--- config.mk ---
export PLATFORM = sky130hd
export DESIGN_NAME = act_vec_loader
export DESIGN_NICKNAME = d
export VERILOG_FILES = /design/src/rtl/act_vec_loader.sv
export SDC_FILE = /design/constraint.sdc
export NUM_CORES = 1
export LEC_CHECK = 0
export CORE_MARGIN = 10
export CORE_UTILIZATION = 49
export CTS_CLUSTER_DIAMETER = 150
export DETAILED_ROUTE_END_ITERATION = 8
export GPL_ROUTABILITY_DRIVEN = 0
export PLACE_DENSITY_LB_ADDON = 0.1
export SETUP_SLACK_MARGIN = 0.05
export SYNTH_ARGS = -nofsm -noshare
export SYNTH_HDL_FRONTEND = slang
export SYNTH_SLANG_ARGS = --single-unit
--- constraint.sdc ---
create_clock -name clk -period 2.36 [get_ports clk]
set_input_delay 0.59 -clock clk [delete_from_list [all_inputs] [get_ports clk]]
set_output_delay 0.59 -clock clk [all_outputs]
set_load 0.03 [all_outputs]
--- src/rtl/act_vec_loader.sv ---
// Byte-stream to parallel-vector loader for one fully-connected neuron node; holds the vector for LAT edges, then streams out the node result.
// Optional s_last framing, short/long frame handling and m_err: define ACT_VEC_LOADER_LAST_FRAMING_EN.
module act_vec_loader #(
  parameter int unsigned N_IN = 30,
  parameter int unsigned DW   = 8,
  parameter int unsigned LAT  = 3
) (
  input  logic               clk,
  input  logic               reset,
  input  logic [DW-1:0]      s_data,
  input  logic               s_valid,
  input  logic               s_last,
  output logic               s_ready,
  output logic [N_IN*DW-1:0] vec_out,
  input  logic [DW-1:0]      node_in,
  output logic [DW-1:0]      m_data,
  output logic               m_valid,
  output logic               m_err,
  input  logic               m_ready,
  output logic               busy
);

  localparam int unsigned IDX_W = $clog2(N_IN + 1);
  localparam int unsigned CNT_W = (LAT < 1) ? 1 : $clog2(LAT + 1);
  localparam logic [IDX_W-1:0] FULL_IDX = IDX_W'(N_IN);
  localparam logic [CNT_W-1:0] LAT_CNT  = CNT_W'(LAT);
`ifndef ACT_VEC_LOADER_LAST_FRAMING_EN
  localparam logic [IDX_W-1:0] LAST_IDX = IDX_W'(N_IN - 1);
`endif

  typedef enum logic [1:0] {
    FILL = 2'd0,
    HOLD = 2'd1,
    OUT  = 2'd2
  } state_e;

  state_e                  state_q, state_d;
  logic [IDX_W-1:0]        idx_q, idx_d;
  logic [CNT_W-1:0]        cnt_q, cnt_d;
  logic [N_IN-1:0][DW-1:0] vec_q, vec_d;
  logic [DW-1:0]           m_data_q, m_data_d;
  logic                    m_valid_q, m_valid_d;
  logic                    frame_done;
`ifdef ACT_VEC_LOADER_LAST_FRAMING_EN
  logic                    err_q, err_d;
  logic                    m_err_q, m_err_d;
`else
  logic                    unused_s_last;
  assign unused_s_last = s_last;
`endif

  always_comb begin
    state_d    = state_q;
    idx_d      = idx_q;
    cnt_d      = cnt_q;
    vec_d      = vec_q;
    m_data_d   = m_data_q;
    m_valid_d  = m_valid_q;
    frame_done = 1'b0;
`ifdef ACT_VEC_LOADER_LAST_FRAMING_EN
    err_d      = err_q;
    m_err_d    = m_err_q;
`endif
    unique case (state_q)
      FILL: begin
        if (s_valid) begin
          // Index saturates at N_IN so surplus bytes of a long frame are dropped.
          if (idx_q < FULL_IDX) begin
            vec_d[idx_q] = s_data;
            idx_d        = idx_q + 1'b1;
          end
`ifdef ACT_VEC_LOADER_LAST_FRAMING_EN
          if (idx_q >= FULL_IDX) err_d = 1'b1;
          frame_done = s_last;
`else
          frame_done = (idx_q == LAST_IDX);
`endif
          if (frame_done) begin
`ifdef ACT_VEC_LOADER_LAST_FRAMING_EN
            for (int unsigned k = 0; k < N_IN; k++) begin
              if (IDX_W'(k) > idx_q) vec_d[k] = '0;
            end
`endif
            cnt_d   = LAT_CNT;
            state_d = HOLD;
          end
        end
      end
      HOLD: begin
        if (cnt_q == '0) begin
          m_data_d  = node_in;
          m_valid_d = 1'b1;
`ifdef ACT_VEC_LOADER_LAST_FRAMING_EN
          m_err_d   = err_q;
`endif
          state_d   = OUT;
        end else begin
          cnt_d = cnt_q - 1'b1;
        end
      end
      OUT: begin
        if (m_ready) begin
          m_valid_d = 1'b0;
          idx_d     = '0;
`ifdef ACT_VEC_LOADER_LAST_FRAMING_EN
          err_d     = 1'b0;
`endif
          state_d   = FILL;
        end
      end
      default: state_d = FILL;
    endcase
  end

  always_ff @(posedge clk or negedge reset) begin
    if (!reset) begin
      state_q   <= FILL;
      idx_q     <= '0;
      cnt_q     <= '0;
      vec_q     <= '0;
      m_data_q  <= '0;
      m_valid_q <= 1'b0;
`ifdef ACT_VEC_LOADER_LAST_FRAMING_EN
      err_q     <= 1'b0;
      m_err_q   <= 1'b0;
`endif
    end else begin
      state_q   <= state_d;
      idx_q     <= idx_d;
      cnt_q     <= cnt_d;
      vec_q     <= vec_d;
      m_data_q  <= m_data_d;
      m_valid_q <= m_valid_d;
`ifdef ACT_VEC_LOADER_LAST_FRAMING_EN
      err_q     <= err_d;
      m_err_q   <= m_err_d;
`endif
    end
  end

  assign s_ready = (state_q == FILL);
  assign busy    = (state_q != FILL);
  assign vec_out = vec_q;
  assign m_data  = m_data_q;
  assign m_valid = m_valid_q;
`ifdef ACT_VEC_LOADER_LAST_FRAMING_EN
  assign m_err   = m_err_q;
`else
  assign m_err   = 1'b0;
`endif

endmodule

# After elaboration in Yosys (flattened, before gate mapping)
# Cells that the tools add are included.
# op_classes
n_addsub	2
n_lt_le_gt_ge	3
eq_ne	9
muxes	19
n_reduce_logical	13
# ops
op	count
$bwmux 240	1
$demux 8 s5	1
$mux 5	3
$mux 2	7
$reduce_and 4->1	3
$pmux 5 s2	1
$mux 8	1
$ne 2x2->1 const B	4
$reduce_bool 2->1	4
$lt 5x6->1 const B	1
$pmux 2 s3	1
$reduce_and 3->1	2
$add 5x1->5 const B	1
$eq 5x5->1 const B	1
$ge 5x1->1 const B	1
$lt 5x5->1 const B	1
$logic_not 2->1	2
$ne 2x1->1 const B	2
$pmux 2 s2	1
$eq 2x1->1 const B	1
$eq 2x2->1 const B	1
$mux 1	2
$pmux 1 s2	1
$reduce_and 2->1	1
2 further kinds	2
# totals
register_bits	258
out_inout_bits	252
elab_cells	81

# Longest topological paths before layout
# Gate-level depths: netlist of the first run.
# depth
word_depth	5
mapped_depth	7
mapped_depth_nobuf	5

# Worst setup path before layout of the first run
# No wires, ideal clock.
# synth_timing
kind	reg-to-reg
from	register idx_q[1]
to	register vec_q, in the netlist vec_out[104]
setup_time_ps	125
arrival_time_ps	1613
required_ps	2235
slack_ps	622
path_stages_with_launch	7
synth_period_minus_slack_ps	1738
path_cell_list	dfrtp_1 > inv_1 > ha_1 > buf_2 > and3_1 > buf_2 > mux2_2
# synth_between
elab_chain_cells	5
# synth_lines
item	line	text
from (decl)	38	logic [IDX_W-1:0] idx_q, idx_d;
from (signal assigned)	129	idx_q <= idx_d;
$lt 5x6->1 (implied by the code) or $ge 5x1->1 (tied branches)	69	vec_d[idx_q] = s_data;
$logic_and 1x1->1 (implied by the code)	69	
$mux 8 (implied by the code)	69	
$demux 8 s5	69	
$bwmux 240	69	
to (signal assigned)	131	vec_q <= vec_d;
to (decl)	40	logic [N_IN-1:0][DW-1:0] vec_q, vec_d;
# Parallel ways exist; a longest one is shown, timed or not.
# A chain may end at the register's enable or synchronous reset.

# Final worst setup path of the first run
# layout_timing
from	register vec_q, in the netlist vec_out[120]
to	output port vec_out[120]
# layout_rtl
item	line	text
to (decl)	14	output logic [N_IN*DW-1:0] vec_out,
# No word-level cell between the ends.

==> impl_metrics.ini, run 1 <==
[critical_path]
startpoint_type = flop
crit_family = buffers and inverters
worstPathCellList = clkdlybuf4s50_1
worst_ep_required_time_ns = 1.77
critical_path.max_fanout = 2
crit_arrival_ns = 1.60
slowest_stage = clkdlybuf4s50_1
path_buf_inv = 1
critPathMaxStageDelay_ns = 0.73
cp-end-kind = output port
path_class = flop to output port

[synth]
synth.ff_latch_count = 258
netlist_area_um2 = 10400
seq_area_frac_synth_pct = 62.2
yosysWarnings = 0
synth_edf_count = 0
synthFlopType = dfrtp_1
syn_avg_cell_area_um2 = 16.5
ys_types = 41
synthArstFlopShare_pct = 100
syn_inst = 628
syn_nets = 654

[layout]
fin_nets = 939
num-fill-cells = 1473
final_common_cell = clkdlybuf4s50_1
drive_above_1_share_pct = 36.8
mostFrequentLayoutCells = clkdlybuf4s50_1, dfrtp_1, mux2_2
instances_no_fill = 1204
syn_to_final_growth_pct = 38.9
num_antenna_cells = 0

[timing]
fmax_mhz = 456
rsz0062_at_grt = false
period_minus_slack_ns = 2.19
min_period_over_period_pct = 92.9
worstMarginPinSlew_ns = 0.543
maxSlewViolCount = 0
setup_viol = 0
tns_ns = 0
finalHoldViolCount = 0
skew_ns = 0.00760
slew_headroom_pct = 63.7

[drt]
routed_wl_um = 27600
via_per_inst = 5.20
first_pass_iters = 4
vias = 6266
drt_iter0_drc = 228
drc_errors = 0
wl_per_cell_um = 22.9
postRouteAntennaNets = 0

[global_route]
gr-usage-met3_pct = 7.26
grt_pass1_wl_um = 42200
antenna_found_initial = 0
grt_max_degree = 81
use_met1_pct = 23.0
first_global_vias = 6965
grt_busiest_layer = met2
overflow = 0
met2_usage_pct = 34.5
grt_usage_pct = 19.8

[die]
initial_utilization_pct = 49.6
die_w_um = 166
ioPinCount = 273
fp.dieH_um = 166
dieArea_um2 = 27400
core_area_um2 = 21000
rows = 53

[power_and_ir_drop]
power_density_nw_per_um2 = 1440
p_leak_nw = 6.57
peakVddDrop_mv = 0.933

[clock_network]
tritoncts = done
clkTransAtPathRegs_ns = 0.06
clock_latency_ns = 0.52
clockRootBuffer = clkbuf_16
clock_sinks = 258
clock_path_buffers = 3
cts_buffers = 28
cts_htree_levels = 1

[placed_design]
io_buffers = 270
dp.cells = 1157
hpwl_um = 19100

[worst_hold_path]
hold_class = flop to flop

[job]
maxCapViolCount = 0

[run_status]
status = finished clean
cell usage after synthesis, types with 2 or more instances:
cell,n,area [um^2]
and3_1,7,43.8
nor3b_1,2,15.0
a31o_2,2,17.5
dfrtp_1,258,6460
nor2b_1,2,12.5
mux2_4,19,285
clkbuf_1,25,93.8
ha_1,5,62.6
mux2_1,5,56.3
a21oi_1,2,10.0
buf_4,6,45.0
nand3b_1,2,15.0
nand3_4,19,333
buf_6,7,78.8
mux2_2,224,2520
nand2_1,5,18.8
nand4_2,2,25.0
o21a_1,2,15.0
nand3_2,3,30.0
inv_1,7,26.3
buf_2,4,20.0
layer usage:
layer | share of wire (%) | routed length [um] | up-vias
li1 | - | - | 2789
met1 | 39 | 10700 | 3267
met2 | 50 | 13900 | 188
met3 | 9.8 | 2700 | 22
met4 | 1.3 | 348 | 0
met5 | 0 | 0 | -
flip-flops by register name, indices dropped and copies added (netlist names):
name / cells
vec_out: 240
m_data: 8
idx_q: 5
cnt_q: 2
state_q: 2
m_valid: 1
cell type report:
type	instances	area (um^2)	area share (%)
flip-flops and latches	258	6460	44.8
multi-input cells	319	3630	25.2
repair buffers	299	3110	21.6
clock buffers	42	805	5.58
well taps	275	344	2.39
clock inverters	4	45.0	0.312
inverters	7	26.3	0.182
logic make-up after synthesis:
kind of cell	share of synthesized area, %
and+or+nand+nor	5.70
AOI/OAI and AO/OA	0.855
xor gates and xnor gates	0.0844
adders and majority gates	0.602
buffers and inverters	2.88
DFF	62.2
other	0.0361
muxes	27.7
path summary, 6_finish.rpt:
check	from	end	slack (ns)	cells after the start
worst max-delay path	vec_out[120]$_DFFE_PN0P_	vec_out[120]	0.17	1
worst min-delay path	m_valid$_DFFE_PN0P_	m_valid$_DFFE_PN0P_	0.49	2
worst max register to register	idx_q[0]$_DFFE_PN0P_	vec_out[21]$_DFFE_PN0P_	0.43	6
worst min register to register	m_valid$_DFFE_PN0P_	m_valid$_DFFE_PN0P_	0.49	2
max in group asynchronous	reset	vec_out[180]$_DFFE_PN0P_	1.07	3
min in group asynchronous	reset	vec_out[51]$_DFFE_PN0P_	0.55	2
worst reg2reg max path: cells and delay by family, from the launching register on:
family,cells,cell delay (ns)
mux,1,0.33
buf+inv,2,0.25
fa+ha+maj,1,0.14
flops,1,0.44
simple gates,2,0.65
power by group:
| group | total [mW] | switching, mW | internal, mW |
|---|---|---|---|
| Combinational | 9.62 | 5.38 | 4.24 |
| Sequential | 7.04 | 0.983 | 6.06 |
| Clock | 4.03 | 1.60 | 2.43 |
through the flow:
step | cell area, um^2 | power [mW] | setup WS [ns] | hold slack [ns] | utilization, %
after global routing | 14400 | 21.7 | 0.101 | 0.510 | 68.8
after global placement | 13600 | 16.6 | 0.0289 | 0.466 | 64.7
after CTS | 14400 | 20.9 | 0.0641 | 0.490 | 68.8
after floorplan | 10400 | 12.5 | 0.622 | 0.294 | -
final | 14400 | 20.7 | 0.167 | 0.490 | 68.8
after detailed placement | 13600 | 16.8 | -0.0500 | 0.475 | 64.7
timing repair:
item / CTS / global route
gates resized for setup: 2 / 2
buffers inserted: 0 / 0
endpoints found under the setup margin: 2 / 1
endpoints found under the hold margin: 39 / 0
hold buffers: 1 / 0
(Power assumes the default switching activity.)
==> inputs of run 2 (changes only) <==
--- a/config.mk
+++ b/config.mk
@@ -7,10 +7,9 @@
 export LEC_CHECK = 0
 export CORE_MARGIN = 10
 export CORE_UTILIZATION = 49
-export CTS_CLUSTER_DIAMETER = 150
 export DETAILED_ROUTE_END_ITERATION = 8
 export GPL_ROUTABILITY_DRIVEN = 0
-export PLACE_DENSITY_LB_ADDON = 0.1
+export PLACE_DENSITY = 0.8
 export SETUP_SLACK_MARGIN = 0.05
 export SYNTH_ARGS = -nofsm -noshare
 export SYNTH_HDL_FRONTEND = slang
==> impl_metrics.ini, run 2 (synthesized netlist as in run 1, its figures left out) <==
[placed_design]
io_buffers = 270
hpwl_um = 19500
place_area_um2 = 13600
post-place-ws_ns = 0.0183

[critical_path]
critical_path.max_fanout = 2
worstPathCellList = or2_2 -> inv_1 -> clkdlybuf4s15_1
critPathMaxStageDelay_ns = 0.37
startpoint_type = flop
cp-end-kind = output port
worst_ep_required_time_ns = 1.77
path_class = flop to output port
path_buf_inv = 2
crit_family = buffers and inverters
crit_arrival_ns = 1.65
slowest_stage = dfrtp_1

[drt]
routed_wl_um = 27800
via_per_inst = 5.18
drt_iter0_drc = 289
vias = 6274
first_pass_iters = 4
drc_errors = 0
wl_per_cell_um = 23.0
postRouteAntennaNets = 0

[die]
ioPinCount = 273
die_w_um = 166
core_area_um2 = 21000
dieArea_um2 = 27400
rows = 53
initial_utilization_pct = 49.6
fp.dieH_um = 166

[global_route]
grt_usage_pct = 19.9
overflow = 0
grt_max_degree = 65
first_global_vias = 6760
antenna_found_initial = 0
grt_pass1_wl_um = 41900

[timing]
rsz0062_at_grt = false
min_period_over_period_pct = 95.0
finalHoldViolCount = 1
period_minus_slack_ns = 2.24
skew_ns = 0.0209
maxSlewViolCount = 0
slew_headroom_pct = 45.6
tns_ns = 0
worstMarginPinSlew_ns = 0.816
setup_viol = 0
layout_setup_ws_ns = 0.119
fmax_mhz = 446
holdWs_ns = -0.000803

[layout]
design_area_um2 = 14500
postLayoutCoreUtil_pct = 69.4
drive_above_1_share_pct = 38.0
syn_to_final_growth_pct = 40.1
multi_input_area_um2 = 3630
num-fill-cells = 1457
largest_reg_flops = 240
num_antenna_cells = 0
seq_area_um2 = 6460
mostFrequentLayoutCells = clkdlybuf4s50_1, dfrtp_1, mux2_2
final_common_cell = clkdlybuf4s50_1
fin_nets = 945

[power_and_ir_drop]
p_leak_nw = 6.65
peakVddDrop_mv = 1.02
power_density_nw_per_um2 = 1460

[clock_network]
cts_htree_levels = 1
cts_buffers = 26
clockRootBuffer = clkbuf_16
tritoncts = done
clock_sinks = 258
clkTransAtPathRegs_ns = 0.06
clock_path_buffers = 3
hold_buffers = 0
clock_latency_ns = 0.54

[run_status]
status = complete, but fails checks
violations = negative hold slack

[worst_hold_path]
hold_class = input pin to asynchronous set/reset pin

[job]
maxCapViolCount = 0
-- run 2: metrics by stage --
step | cells | power [mW]
3_3_place_gp | 1166 | 16.6
4_1_cts | 1211 | 21.4
2_1_floorplan | 628 | 12.5
6_report | 1211 | 21.2
3_5_place_dp | 1166 | 16.8
5_1_grt | 1211 | 22.1
-- run 2: cell type report --
class	count	share of cell area, %
clock buffer	35	5.26
timing repair buffer	307	21.5
sequential	258	44.4
multi-input combinational	319	25.0
inverter	7	0.181
clock inverter	10	1.32
tap	275	2.37
-- run 2: what timing repair did --
action                     in CTS  in global routing
setup buffers                   0                  0
gates resized for setup         2                  1
gates cloned                    0                  0
setup endpoints to repair       2                  1
-- run 2: final timing paths --
path | from | end | slack (ns) | cells after the start
worst max-delay path | state_q[0]$_DFFE_PN0P_ | s_ready | 0.12 | 3
worst min-delay path | reset | vec_out[106]$_DFFE_PN0P_ | -0.0008 | 1
worst max register to register | idx_q[1]$_DFFE_PN0P_ | vec_out[122]$_DFFE_PN0P_ | 0.31 | 3
worst min register to register | vec_out[19]$_DFFE_PN0P_ | vec_out[19]$_DFFE_PN0P_ | 0.49 | 1
max in group asynchronous | reset | vec_out[184]$_DFFE_PN0P_ | 1.65 | 2
min in group clk | vec_out[19]$_DFFE_PN0P_ | vec_out[19]$_DFFE_PN0P_ | 0.49 | 1
-- run 2: power breakdown --
part / internal, mW / switching, mW
clock network: 2.81 / 1.72
logic: 4.26 / 5.44
registers: 6.05 / 0.907
-- run 2: layer usage --
metal	up-vias	GRT usage (%)	part of all wire (%)
met2	216	33.0	49
li1	2802	-	-
met5	-	0	0
met1	3221	24.6	40
met4	0	4.95	1.8
met3	35	6.57	9.6
==> inputs of run 3 (changes only) <==
--- a/config.mk
+++ b/config.mk
@@ -5,6 +5,7 @@
 export SDC_FILE = /design/constraint.sdc
 export NUM_CORES = 1
 export LEC_CHECK = 0
+export CAP_MARGIN = 20
 export CORE_MARGIN = 10
 export CORE_UTILIZATION = 49
 export DETAILED_ROUTE_END_ITERATION = 8
==> results of run 3 <==
Final layout, timing and power as in run 2 (identical DEF).
